--- config.mk ---
export PLATFORM = sky130hd
export DESIGN_NAME = dff_ureg
export DESIGN_NICKNAME = d
export VERILOG_FILES = /design/src/rtl/dff_ureg.sv
export SDC_FILE = /design/constraint.sdc
export NUM_CORES = 1
export LEC_CHECK = 0
export CORE_AREA = 2 2 39 41
export DETAILED_ROUTE_END_ITERATION = 10
export DIE_AREA = 0 0 41 43
export HOLD_SLACK_MARGIN = 0.08
export MAX_ROUTING_LAYER = met4
export PLACE_DENSITY = 0.64
export SLEW_MARGIN = 20
export SYNTH_ARGS = -nofsm -noshare
export SYNTH_HDL_FRONTEND = slang
export SYNTH_SLANG_ARGS = --single-unit
--- constraint.sdc ---
create_clock -name C -period 1.08 [get_ports C]
set_clock_uncertainty 0.2 [all_clocks]
set_input_delay 0.216 -clock C [delete_from_list [all_inputs] [get_ports C]]
set_output_delay 0.216 -clock C [all_outputs]
set_load 0.02 [all_outputs]
--- src/rtl/dff_ureg.sv ---
// W-bit universal register: hold, shift right, shift left, parallel load.
// Each bit is a separate flip-flop cell with a complementary output.

// Single storage bit with synchronous active-high reset and complement output.
module dff_ureg_cell #(
    parameter logic RESET_VAL = 1'b0
) (
    input  logic C,
    input  logic R,
    input  logic D,
    output logic Q,
    output logic nQ
);

    logic q;

    // Capture next value or reset value on the rising edge.
    always_ff @(posedge C) begin
        if (R) begin
            q <= RESET_VAL;
        end else begin
            q <= D;
        end
    end

    assign Q  = q;
    assign nQ = ~q;

endmodule

// Universal register built from one dff_ureg_cell per bit.
module dff_ureg #(
    parameter int unsigned      W         = 4,
    parameter logic [W-1:0]     RESET_VAL = '0
) (
    input  logic         C,
    input  logic         R,
    input  logic [1:0]   M,
    input  logic [W-1:0] D,
    input  logic         SR,
    input  logic         SL,
    output logic [W-1:0] Q,
    output logic [W-1:0] nQ
);

    logic [W-1:0] d_next;

    // Next-state selection from mode; an unknown mode propagates X into Q.
    always_comb begin
        d_next = Q;
        case (M)
            2'b00:   d_next = Q;
            2'b01:   d_next = {SR, Q[W-1:1]};
            2'b10:   d_next = {Q[W-2:0], SL};
            2'b11:   d_next = D;
            default: d_next = 'x;
        endcase
    end

    for (genvar i = 0; i < W; i++) begin : g_bit
        dff_ureg_cell #(
            .RESET_VAL(RESET_VAL[i])
        ) u_cell (
            .C (C),
            .R (R),
            .D (d_next[i]),
            .Q (Q[i]),
            .nQ(nQ[i])
        );
    end

endmodule

; ---- Word level (Yosys, flattened, before mapping)
; Index checks and enable logic that the tools add are counted.
[word_totals]
output_inout_bits = 8
ff_bits = 4
inputBits = 10
[op_classes]
n_bitwise = 4
muxes = 1
n_eq_ne = 3
reduce_logical = 1
[op_table]
columns = cell, n
row1 = 4-bit one-hot mux with 3 select lines, 1
row2 = "2-bit equality test, second input constant", 2
row3 = 1-bit NOT, 4
row4 = "2-bit by 1-bit equality test with 1-bit output, second input constant", 1
row5 = 2-bit logical NOT, 1

; ---- Longest topological paths before layout
[logic_depth]
ltp_word = 2
depth_mapped = 2
ltp_nobuf = 2

; ---- By module
; From an unflattened synthesis, not the netlist that was laid out.
[hier_totals]
cells_unflattened = 16
area_unflattened_um2 = 255.2
[by_module_without_submodules]
columns = mod, instances, cells_per_inst, area_per_inst_um2, seq_area_each_um2
row1 = dff_ureg_cell, 4, 3, 37.5, 20.0
row2 = dff_ureg, 1, 4, 105.1, 0.0

; ---- Worst setup path after synthesis
; OpenSTA, ideal clock, no wires.
[synth_path]
path_type = register to register
start = register g_bit[2].u_cell.q
end = register g_bit[1].u_cell.q
slack_ns = -0.108
setup_ns = 0.114
stages_incl_launch_ff = 3
n_path_buf = 0
required_ns = 0.766
synth_period_minus_slack_ns = 1.188
arrival_time_ns = 0.874
cell_sequence = dfxtp_1 mux4_2 nor2b_1
[synth_between]
elab_chain_cells = 1
[synth_lines]
columns = item, line_no
row1 = "start, declared", 15  ; logic q;
row2 = "start signal, assigned", 20  ; q <= RESET_VAL;
row3 = "start signal, assigned", 22  ; q <= D;
row4 = 4-bit one-hot mux with 3 select lines, 51  ; case (M)
row5 = "end signal, assigned", 20
row6 = "end signal, assigned", 22
row7 = "end, declared", 15
; No other way between the ends.
; A chain may end at the register's enable or synchronous reset.

; ---- Final worst setup path
[layout_path]
start = register g_bit[3].u_cell.q
end = register g_bit[2].u_cell.q
[layout_between]
elab_chain_cells = 1
[layout_lines]
columns = item, line_no
row1 = "start, declared", 15
row2 = "start signal, assigned", 20
row3 = "start signal, assigned", 22
row4 = 4-bit one-hot mux with 3 select lines, 51
; No other way between the ends.

==> metrics.md <==
| Metric | Value |
|---|---|
| CTS tree | `yes` |
| H-tree depth | `1` |
| Failing checks | `negative setup slack` |
| Cells after Synth | `24` |
| Total clock sinks | `4` |
| Cells after DPL | `55` |
| RSZ-0062 raised after global routing | `yes` |
| Clk buf depth | `2` |
| Worst min-delay path category | `input port to flop` |
| Filler Cells Inserted | `~140` |
| Worst skew pair latency | `about 0.23 ns` |
| Initial antenna violation count | `0` |
| Worst relative slew slack | `87.6%` |
| Yosys reg bits | `4` |
| Synthesized area | `270 sq um` |
| I/O pin cnt | `18` |
| Total grt overflow | `0` |
| CP arrival | `1.23 ns` |
| Worst EP required | `1.00 ns` |
| Hold Vio Cnt, Final | `0` |
| Net count of the mapped netlist | `34` |
| Crit-path leading delay family | `multiplexers` |
| Hold-critical path depth | `2` |
| Die area | `1760 sq um` |
| DR vias | `222` |
| Synth Area in Adders | `0%` |
| Gr usage total | `8.80%` |
| Synth Area in Compound Gates | `0%` |
| Fmax | `765 MHz` |
| Critical path class | `flop to flop` |
| First-pass GRT wire length | `around 900 um` |
| Crit path time final | `1.31 ns` |
| Clock slew at reported path FFs | `0.04 ns` |
| Crit start category | `flop` |
| Xor and xnor fraction of the mapped netlist area | `0%` |
| Fin cells | `61` |
| Worst Path Buf+Inv | `1` |
| Worst slew pin tran | `about 0.19 ns` |
| Simple-gate share of the synthesized area | `a little under a tenth` |
| Fin. max-slew vios | `0` |
| Status | `finished, violations left` |
| Layout cells sized above 1 | `71.1%` |
| Top post-synthesis cells by area | `mux4_2, dfxtp_1, buf_4, nor2b_1, inv_1` |
| Post-synthesis sequential area ratio | `29.6%` |
| Final setup viols | `12` |
| # hold bufs at CTS | `0` |
| Post-route antenna net violation count | `0` |
| Largest area contributor in the netlist | `mux4_2` |
| Initial Util | `19.5%` |
| Final setup margin | `-0.227 ns` |
| Syn. warnings | `0` |
| Largest stage delay on the critical path | `0.43 ns` |
| Synth cell types | `5` |
| Vias in the first global route | `238` |
| CP max stage cell | `mux4_2` |
| Crit Path Max Fanout | `2` |
| Pin count of the biggest net entering global routing | `6` |
| Pleak | `0.227 nW` |
| Max Cap Violations | `0` |
| Root Driver | `clkbuf_4` |
| Area delta synth->final | `94.0%` |
| Number of port buffers | `17` |
| Die H | `43 um` |
| Finished Cell Area | `524 sq um` |
| Ratio of final minimum period to clock period | `121%` |
| Max reg flops | `4` |
| Critical path, cell by cell | `buf_6 -> mux4_2 -> nor2b_1` |
| First DRT Iteration DRCs | `0` |
| # DRC | `0` |
| Largest family of logic cells by synthesized area | `multiplexers` |
| Final nets | `57` |
| R2R cell count | `3` |
| DR pass1 iterations | `1` |
| CP endpoint kind | `flop` |
| Peak supply drop | `413 uV` |
| Post-synthesis mux area share | `33.3%` |
| Total power | `0.536 mW` |
| Share of the synthesized area in the top cell type | `33.3%` |
| RePlAce Congestion | `0.662` |
| Placed instance area | `around 450 sq um` |
| Avg WL per Cell | `8.38 um` |
| WL final | `slightly above 500 um` |
| Crit path depth | `3` |
| Inserted Clock Buffers | `3` |
| Via density | `3.64` |
| Pwr dens | `1020 nW/um^2` |
| Core area | `1380 sq um` |
| Die Span X | `between 40 and 50 um` |
| Row count | `14` |
| Avg Inst Size Synth | `11.3 sq um` |
| Antenna diodes | `0` |
routing by layer:
layer  global-route usage [%]  up-vias  share of wire, %
met3                     3.14        0                11
met1                     7.54       92                37
met4                     12.0        0                 0
li1                         -      114                 -
met2                     11.9       16                52
met5                        -        -                 0
per-stage QoR:
stage | util [%] | hold WS (ns) | worst slack (ns) | TNS (ns)
after CTS | 36.7 | 0.404 | -0.225 | -2.00
final | 37.9 | 0.402 | -0.227 | -1.84
after global placement | 32.3 | 0.513 | -0.661 | -4.82
after global routing | 37.9 | 0.422 | -0.267 | -2.31
after floorplan | - | 0.0802 | -0.103 | -0.408
after detailed placement | 32.3 | 0.515 | -0.680 | -4.90
path summary, 6_finish.rpt:
path / startpoint / endpoint / slack, ns
setup / recovery: g_bit[3].u_cell.Q / g_bit[2].u_cell.Q / -0.23
setup reg to reg: g_bit[3].u_cell.Q / g_bit[2].u_cell.Q / -0.23
hold / removal: R / g_bit[0].u_cell.Q / 0.40
hold reg to reg: g_bit[2].u_cell.Q / g_bit[1].u_cell.Q / 0.53
cell families after synthesis:
logic type	Yosys count
buffers and inverters	12
flip-flops	4
multiplexers	4
AND/OR/NAND/NOR	4
Yosys cell counts:
library cell	instances
inv_1	4
dfxtp_1	4
buf_4	8
mux4_2	4
nor2b_1	4
power breakdown:
part / switching (mW) / total (mW) / leakage [nW] / internal [mW]
logic: 0.0604 / 0.182 / 0.178 / 0.122
clock network: 0.0605 / 0.185 / 0.0138 / 0.124
registers: 0.00946 / 0.169 / 0.0347 / 0.159
total: 0.130 / 0.536 / 0.227 / 0.405
cell usage in the layout, fill, tap and decap left out:
cell type,synthesis,layout
dlygate4sd2_1,0,2
nor2b_1,4,4
clkdlybuf4s50_1,0,7
dfxtp_4,0,1
inv_2,0,4
buf_6,0,13
mux4_2,4,4
buf_4,8,4
clkbuf_4,0,3
dfxtp_2,0,3
final cells by class:
| type | instances | area, sq um | share of cell area [%] |
|---|---|---|---|
| repair buffers | 26 | 264 | 50.4 |
| multi-input cells | 8 | 115 | 22.0 |
| flip-flops and latches | 4 | 87.6 | 16.7 |
| inverters | 4 | 15.0 | 2.86 |
| well taps | 16 | 20.0 | 3.82 |
| clock buffers | 3 | 22.5 | 4.30 |
what timing repair did:
action | CTS | global route
setup buffers | 3 | 0
setup endpoints to repair | 12 | 12
pin swaps | 0 | 0
gates cloned | 0 | 0
gates resized for setup | 57 | 6
Note: power is estimated with default switching activity, not from simulation.
